`config.mk`:
```
export PLATFORM = sky130hd
export DESIGN_NAME = mc_cpu_core
export DESIGN_NICKNAME = d
export VERILOG_FILES = /design/src/rtl/mc_cpu_core.sv
export SDC_FILE = /design/constraint.sdc
export NUM_CORES = 2
export LEC_CHECK = 0
export CAP_MARGIN = 15
export CORE_AREA = 2 2 413 415
export CTS_BUF_LIST = sky130_fd_sc_hd__clkbuf_16
export CTS_CLUSTER_SIZE = 40
export DETAILED_ROUTE_END_ITERATION = 6
export DIE_AREA = 0 0 415 417
export GPL_ROUTABILITY_DRIVEN = 0
export GPL_TIMING_DRIVEN = 1
export SYNTH_ARGS = -nofsm -noshare
export SYNTH_HDL_FRONTEND = slang
export SYNTH_SLANG_ARGS = --single-unit
```
`constraint.sdc`:
```
create_clock -name clk -period 5.7 [get_ports clk]
set_clock_uncertainty 0.05 [all_clocks]
set_input_delay 1.71 -clock clk [delete_from_list [all_inputs] [get_ports clk]]
set_output_delay 1.71 -clock clk [all_outputs]
set_load 0.01 [all_outputs]
```
`src/rtl/mc_cpu_core.sv`:
```
// Multi-cycle CPU core: FETCH/DECODE/EXEC/MEM/WB/HALT sequencer with an internal
// register file and ALU. Instruction and data memories sit behind req/ack ports.
module mc_cpu_core #(
  parameter int DATA_W  = 32,
  parameter int PC_W    = 5,
  parameter int DADDR_W = 7,
  parameter int NREG    = 32
) (
  input  logic               clk,
  input  logic               rst,
  output logic               imem_req,
  output logic [PC_W-1:0]    imem_addr,
  input  logic               imem_ack,
  input  logic [31:0]        imem_data,
  output logic               dmem_req,
  output logic               dmem_we,
  output logic [DADDR_W-1:0] dmem_addr,
  output logic [DATA_W-1:0]  dmem_wdata,
  input  logic               dmem_ack,
  input  logic [DATA_W-1:0]  dmem_rdata,
  output logic               halted,
  output logic               illegal,
  output logic [PC_W-1:0]    pc,
  output logic [15:0]        retired
);
  localparam int RI_W = $clog2(NREG);
  localparam logic [5:0] OP_R    = 6'h00;
  localparam logic [5:0] OP_ADDI = 6'h08;
  localparam logic [5:0] OP_LW   = 6'h1C;
  localparam logic [5:0] OP_SW   = 6'h14;
  localparam logic [5:0] OP_BEQ  = 6'h10;
  localparam logic [5:0] OP_HALT = 6'h3F;
  localparam logic [PC_W-1:0] PC_ONE = 1;

  typedef enum logic [2:0] {S_FETCH, S_DECODE, S_EXEC, S_MEM, S_WB, S_HALT} state_t;

  state_t            state_q, state_d;
  logic [PC_W-1:0]   pc_q, pc_d;
  logic [31:0]       inst_q, inst_d;
  logic [DATA_W-1:0] a_q, a_d, b_q, b_d, res_q, res_d;
  logic [15:0]       retired_q, retired_d;
  logic              halted_q, halted_d, illegal_q, illegal_d;
  logic [DATA_W-1:0] rf_q [NREG];
  logic              rf_we;

  logic [5:0]        opcode;
  logic [4:0]        sub;
  logic [RI_W-1:0]   rd_idx, rs1_idx, rs2_idx;
  logic [DATA_W-1:0] imm, rd_val, rs1_val, rs2_val, alu_res;
  logic              legal;
  logic              unused_inst_bits;

  assign opcode  = inst_q[30:25];
  assign sub     = inst_q[4:0];
  assign rd_idx  = inst_q[20 +: RI_W];
  assign rs1_idx = inst_q[15 +: RI_W];
  assign rs2_idx = inst_q[10 +: RI_W];
  assign imm     = {{(DATA_W-15){inst_q[14]}}, inst_q[14:0]};
  assign rd_val  = (rd_idx  == '0) ? '0 : rf_q[rd_idx];
  assign rs1_val = (rs1_idx == '0) ? '0 : rf_q[rs1_idx];
  assign rs2_val = (rs2_idx == '0) ? '0 : rf_q[rs2_idx];
  assign unused_inst_bits = ^{inst_q[31], inst_q[9:5]};

  assign legal = ((opcode == OP_R) && (sub <= 5'd4)) || (opcode == OP_ADDI) ||
                 (opcode == OP_LW) || (opcode == OP_SW) || (opcode == OP_BEQ) ||
                 (opcode == OP_HALT);

  always_comb begin
    alu_res = '0;
    case (sub)
      5'd0: alu_res = a_q + b_q;
      5'd1: alu_res = a_q - b_q;
      5'd2: alu_res = a_q & b_q;
      5'd3: alu_res = a_q | b_q;
      5'd4: alu_res = a_q ^ b_q;
      default: alu_res = '0;
    endcase
  end

  always_comb begin
    state_d   = state_q;
    pc_d      = pc_q;
    inst_d    = inst_q;
    a_d       = a_q;
    b_d       = b_q;
    res_d     = res_q;
    retired_d = retired_q;
    halted_d  = halted_q;
    illegal_d = illegal_q;
    rf_we     = 1'b0;
    case (state_q)
      S_FETCH: if (imem_ack) begin
        inst_d  = imem_data;
        state_d = S_DECODE;
      end
      S_DECODE: begin
        a_d = rs1_val;
        // Stores and branches use the rd field as a second source operand.
        b_d = ((opcode == OP_SW) || (opcode == OP_BEQ)) ? rd_val : rs2_val;
        if (!legal) begin
          illegal_d = 1'b1;
          halted_d  = 1'b1;
          state_d   = S_HALT;
        end else if (opcode == OP_HALT) begin
          halted_d = 1'b1;
          state_d  = S_HALT;
        end else begin
          state_d = S_EXEC;
        end
      end
      S_EXEC: begin
        case (opcode)
          OP_R:    begin res_d = alu_res;   state_d = S_WB;  end
          OP_ADDI: begin res_d = a_q + imm; state_d = S_WB;  end
          OP_LW,
          OP_SW:   begin res_d = a_q + imm; state_d = S_MEM; end
          OP_BEQ: begin
            pc_d      = (a_q == b_q) ? (pc_q + imm[PC_W-1:0]) : (pc_q + PC_ONE);
            retired_d = retired_q + 16'd1;
            state_d   = S_FETCH;
          end
          default: state_d = S_HALT;
        endcase
      end
      S_MEM: if (dmem_ack) begin
        if (opcode == OP_SW) begin
          pc_d      = pc_q + PC_ONE;
          retired_d = retired_q + 16'd1;
          state_d   = S_FETCH;
        end else begin
          res_d   = dmem_rdata;
          state_d = S_WB;
        end
      end
      S_WB: begin
        rf_we     = (rd_idx != '0);
        pc_d      = pc_q + PC_ONE;
        retired_d = retired_q + 16'd1;
        state_d   = S_FETCH;
      end
      default: state_d = S_HALT;
    endcase
  end

  always_ff @(posedge clk) begin
    if (rst) begin
      state_q   <= S_FETCH;
      pc_q      <= '0;
      inst_q    <= '0;
      a_q       <= '0;
      b_q       <= '0;
      res_q     <= '0;
      retired_q <= '0;
      halted_q  <= 1'b0;
      illegal_q <= 1'b0;
      for (int i = 0; i < NREG; i++) rf_q[i] <= '0;
    end else begin
      state_q   <= state_d;
      pc_q      <= pc_d;
      inst_q    <= inst_d;
      a_q       <= a_d;
      b_q       <= b_d;
      res_q     <= res_d;
      retired_q <= retired_d;
      halted_q  <= halted_d;
      illegal_q <= illegal_d;
      if (rf_we) rf_q[rd_idx] <= res_q;
    end
  end

  // Handshake: req is a pure decode of the registered state and stays high with
  // address/data frozen until the cycle ack is seen; that cycle completes the access.
  assign imem_req   = (state_q == S_FETCH);
  assign imem_addr  = pc_q;
  assign dmem_req   = (state_q == S_MEM);
  assign dmem_we    = dmem_req && (opcode == OP_SW);
  assign dmem_addr  = dmem_req ? res_q[DADDR_W-1:0] : '0;
  assign dmem_wdata = dmem_we ? b_q : '0;
  assign halted     = halted_q;
  assign illegal    = illegal_q;
  assign pc         = pc_q;
  assign retired    = retired_q;
endmodule

```
Word level (Yosys, flattened, before mapping)
Memories as Yosys holds them, arrays and structs flattened. A register that Yosys moved wholly into a read port is not among the register bits.
Cells that the tools add are included.

storage, ports and cells
  input port bits = 68
  output and inout port bits = 70
  bits in registers = 153
  bits in writable memories = 1024
  word-level logic and storage cells = 113
  memories kept = 1

memory list
  name  depth  width  rd ports  clocked after Yosys merged registers in  wr ports  line  RTL
  rf_q  32     32     3         3                                        32        43    logic [DATA_W-1:0] rf_q [NREG];

operators by class
  mux-type cells = 44
  bitwise gates (word level) = 4
  reductions and logical operators = 27
  equal/unequal tests = 21
  add/sub/neg operators = 6
  $lt $le $gt $ge = 1

operators with widths
  kind                                                    count
  two-way mux 32 bit                                      8
  case mux 32 bit (5 select lines)                        1
  case mux 32 bit (2 select lines)                        2
  adder 32 bit                                            2
  two-way mux 5 bit                                       11
  two-way mux 16 bit                                      3
  case mux 16 bit (3 select lines)                        1
  bitwise AND 32 bit                                      1
  == test 32 bit                                          1
  bitwise OR 32 bit                                       1
  OR reduction 32 bit                                     1
  subtractor 32 bit                                       1
  bitwise XOR 32 bit                                      1
  logical NOT 5 bit                                       4
  == test 6 x 5 -> 1 bit (second input constant)          3
  adder 16 x 1 -> 16 bit (second input constant)          1
  two-way mux 3 bit                                       5
  case mux 3 bit (5 select lines)                         1
  case mux 5 bit (3 select lines)                         1
  == test 5 x 2 -> 1 bit (second input constant)          2
  two-way mux 1 bit                                       9
  case mux 3 bit (3 select lines)                         1
  inequality test 2 x 1 -> 1 bit (second input constant)  4
  AND reduction 2 bit                                     4
  24 further kinds                                        34

Longest topological paths before layout
  depth in word-level cells = 9
  gate-level depth with buffers = 14
  depth with buffers taken out = 13

Worst setup path before layout
Ideal clock, no wire load.

  path kind = input to register
  from = input rst
  to = memory rf_q[26][0] (enable)
  setup slack = 2.190 ns
  stages = 4
  arrival time = 3.085 ns
  path through = nor2_1 nand4b_1 nor3b_1 or2_2

RTL lines
  element      line  RTL
  from (decl)  10    input logic rst,
  to (decl)    43

Worst setup path after layout
  from = register inst_q[30]
  to = output dmem_wdata[1]

between the ends
  word-level cells in the longest chain between the ends = 3

RTL lines
  element                 line  RTL
  from (decl)             39    logic [31:0] inst_q, inst_d;
  from (signal assigned)  160   inst_q <= inst_d;
  == test 6 x 5 -> 1 bit  176   assign dmem_we = dmem_req && (opcode == OP_SW);
  logical AND 1 bit       176
  two-way mux 32 bit      178   assign dmem_wdata = dmem_we ? b_q : '0;
  to (decl)               18    output logic [DATA_W-1:0] dmem_wdata,

Every way passes these cells.

==> reports/results.txt <==
DP HPWL - 170200 um
Layout Area Growth over Synthesis - 11.91%
Hold buffers post-CTS - 0
EDFF count, synth - 1024
Share of layout cells above drive strength 1 - 0.2677
Startpoint types - flop
Final Hold Vio Count - 0
Avg WL per Cell - 37.05 um
Worst Hold Class - flop to flop
Power Density - 375.7 mW/mm^2
Adder-Cell Fraction of Synth Area - 0.02412
Vias/cell - 6.848
DR vias - 52959
Max-slew violations - 0
CP Capture Type - output pin
XOR/XNOR Fraction of Synth Area - 0.007431
Row count - 151
Post-CTS Setup Inserts - 0
Compound-Gate Fraction of Synth Area - 0.05334
Worst Max-Slew Pin Slew - 1264 ps
TritonCTS clock tree - built
Fin Setup TNS - 0 ps
Die area - 0.1731 mm^2
Mux cell area share after synthesis - 0.3007
Yosys reg bits - 1192
Global Route Usage Sum - 0.3290
# port buffers - 136
Die Y - 417 um
Post-synthesis cell area - 0.07543 mm^2
CP most frequent cell - nand2_1
Root buffer cell - clkbuf_16
Synth cell types - 85
Crit path max fanout - 35
Final setup vio count - 0
Asr flop ratio synth - 0
Die Wd - 415 um
DRT Wirelength - 286500 um
WS Path Type - flop to output pin
Number of fill cells - 14256
CP Cell Sequence - nor3_2, nand2_1, nor2_1, nand2_1, buf_4, nor3_1, clkdlybuf4s50_1
Max-slew headroom - 0.1565
Initial Util - 0.4476
Htree depth - 4
Post-cts sizing count - 0
Status - complete, but fails checks
DRC - 4
Ports - 138
Detailed Route Iter0 Violations - 8502
Post-layout min period - 4949 ps
Total of max-cap violations - 0
Fmax - 0.2021 GHz
Reg clk slew, reported paths - 60 ps
First-pass GRT wire length - 397400 um
Final core area utilization - 0.5009
Simple-gate share of the synthesized area - 0.1268
Mapped Cells - 5443
Nets - 5610
Core area - 0.1685 mm^2
Top Family by Delay on Critical Path - simple AND/OR/NAND/NOR gates
1st-pass router iterations - 7
Worst EP arrival - 3190 ps
Vias in the first global route - 51825
Register area share after synthesis - 0.4522
Syn Area/Cell - 13.86 um^2
Cts bufs inserted - 138
Max stage delay cell, worst path - clkdlybuf4s50_1
Tcrit/Tclk final - 0.8683
Worst Path Required - 3940 ps
Clock sink count - 1192
GR Overflow Total - 0
Max Root-Sink Buffers - 3
Largest family of logic cells by synthesized area - multiplexers
Unrepaired setup endpoints after global routing - no
Antenna-violating nets left - 0
Largest net degree at the start of global routing - 132
Leak - 28.33 nW
CP max stage delay - 610 ps
Initial antenna violation count - 33
Clock Latency Late Sink - 810 ps
Synth Flop Type - edfxtp_1
Synth warnings - 0
Violated checks - DRC
Worst path bufs/invs - 2
Peak VDD IR - 339.9 uV
## layer usage
layer	up-vias	track usage	wire length, um
met5	-	0	13
met4	2	0.1796	17470
met3	863	0.09560	37520
met2	3938	0.5147	132300
met1	27054	0.4135	99210
li1	21102	-	-
## state kept, by name (all words and copies together) (netlist names), named ones only
signal and cells:
illegal 1, b_q 32, halted 1, rf_q 1024, inst_q 31, a_q 32, retired 16, res_q 32
imem_addr 5, state_q 3
## kinds of logic after synthesis
group / after synthesis
and+or+nand+nor: 1700
DFF: 1192
muxes: 1066
buffers and inverters: 667
AOI/OAI and AO/OA: 610
adders and majority gates: 143
xor gates and xnor gates: 64
other: 1
## tightest hold or removal path, stage by stage, from the launching register on
cell and delay (ps):
dfxtp_1 320, nand2_1 60, a21oi_1 50
## power breakdown
group	internal (mW)	total (mW)	switching (mW)
registers	10.0	11.1	1.07
clock network	4.93	8.72	3.78
logic	4.96	11.9	6.97
total	19.9	31.7	11.8
## worst paths after layout
path / startpoint / to / slack [ps] / cells past startpoint
worst max-delay path: inst_q[30] / dmem_wdata[1] / 750 / 7
worst min-delay path: inst_q[6] / inst_q[6] / 430 / 2
worst max register to register: a_q[0] / res_q[28] / 1410 / 12
worst min register to register: inst_q[6] / inst_q[6] / 430 / 2
## through the flow
step | std cells | total power, mW | hold slack [ps] | setup slack (ps) | cell area (um^2)
floorplan | 5474 | 18.66 | 390.6 | 2190 | 75550
global route | 7726 | 32.69 | 452.3 | 538.1 | 84400
finish | 7734 | 31.71 | 425.3 | 750.8 | 84420
detailed placement | 7469 | 22.79 | 414.3 | 1221 | 79830
CTS | 7717 | 31.42 | 422.0 | 745.0 | 84180
global placement | 7469 | 22.72 | 406.7 | 1196 | 79830
## cell usage after synthesis, drive strengths merged, types with 5 or more instances
cell type,count,share of area
a2111oi,5,0.00066
nand4,11,0.00091
or4,8,0.00085
inv,113,0.0056
and3,18,0.0015
buf,145,0.0093
o21ai,101,0.0068
o21bai,13,0.0013
or3,24,0.0020
nor3,84,0.0058
nand3,36,0.0024
nand2b,10,0.00083
o22ai,38,0.0032
mux2i,105,0.014
or2,34,0.0028
o211ai,23,0.0023
a211oi,57,0.0058
o41ai,5,0.00083
nor2,262,0.013
and2,1004,0.083
nor2b,13,0.0011
nor4,18,0.0020
ha,139,0.023
a21o,33,0.0033
a21oi,189,0.013
nor3b,6,0.00060
a221oi,33,0.0044
xnor2,44,0.0051
o21a,13,0.0013
a311oi,5,0.00058
xor2,20,0.0023
edfxtp,1024,0.41
mux4,960,0.29
dfxtp,168,0.045
a31oi,24,0.0022
o221ai,9,0.0010
nand2,153,0.0076
a22oi,11,0.0011
o31ai,18,0.0019
clkbuf,408,0.020
nand3b,9,0.00090
## area by class of cell
type                            instances  area, um^2  area share
Multi-Input combinational cell       3615       39080      0.4629
Clock buffer                          144        3603     0.04269
Sequential cell                      1192       34170      0.4048
Antenna cell                            9       22.52   0.0002668
Clock inverter                        104       744.5    0.008819
Timing Repair Buffer                  338        3598     0.04263
Tap cell                             2218        2775     0.03287
Inverter                              114       427.9    0.005069
## cell usage in the layout, fill, tap and decap left out, types with 105 or more instances in the layout
cell	instances
and2_1	1003
a21oi_1	187
clkbuf_16	144
clkdlybuf4s50_1	135
mux4_2	960
ha_1	139
mux2i_1	105
inv_1	137
dfxtp_1	153
nor2_1	232
nand2_1	151
buf_4	149
edfxtp_1	1024
Power figures use the tool's default switching activity.
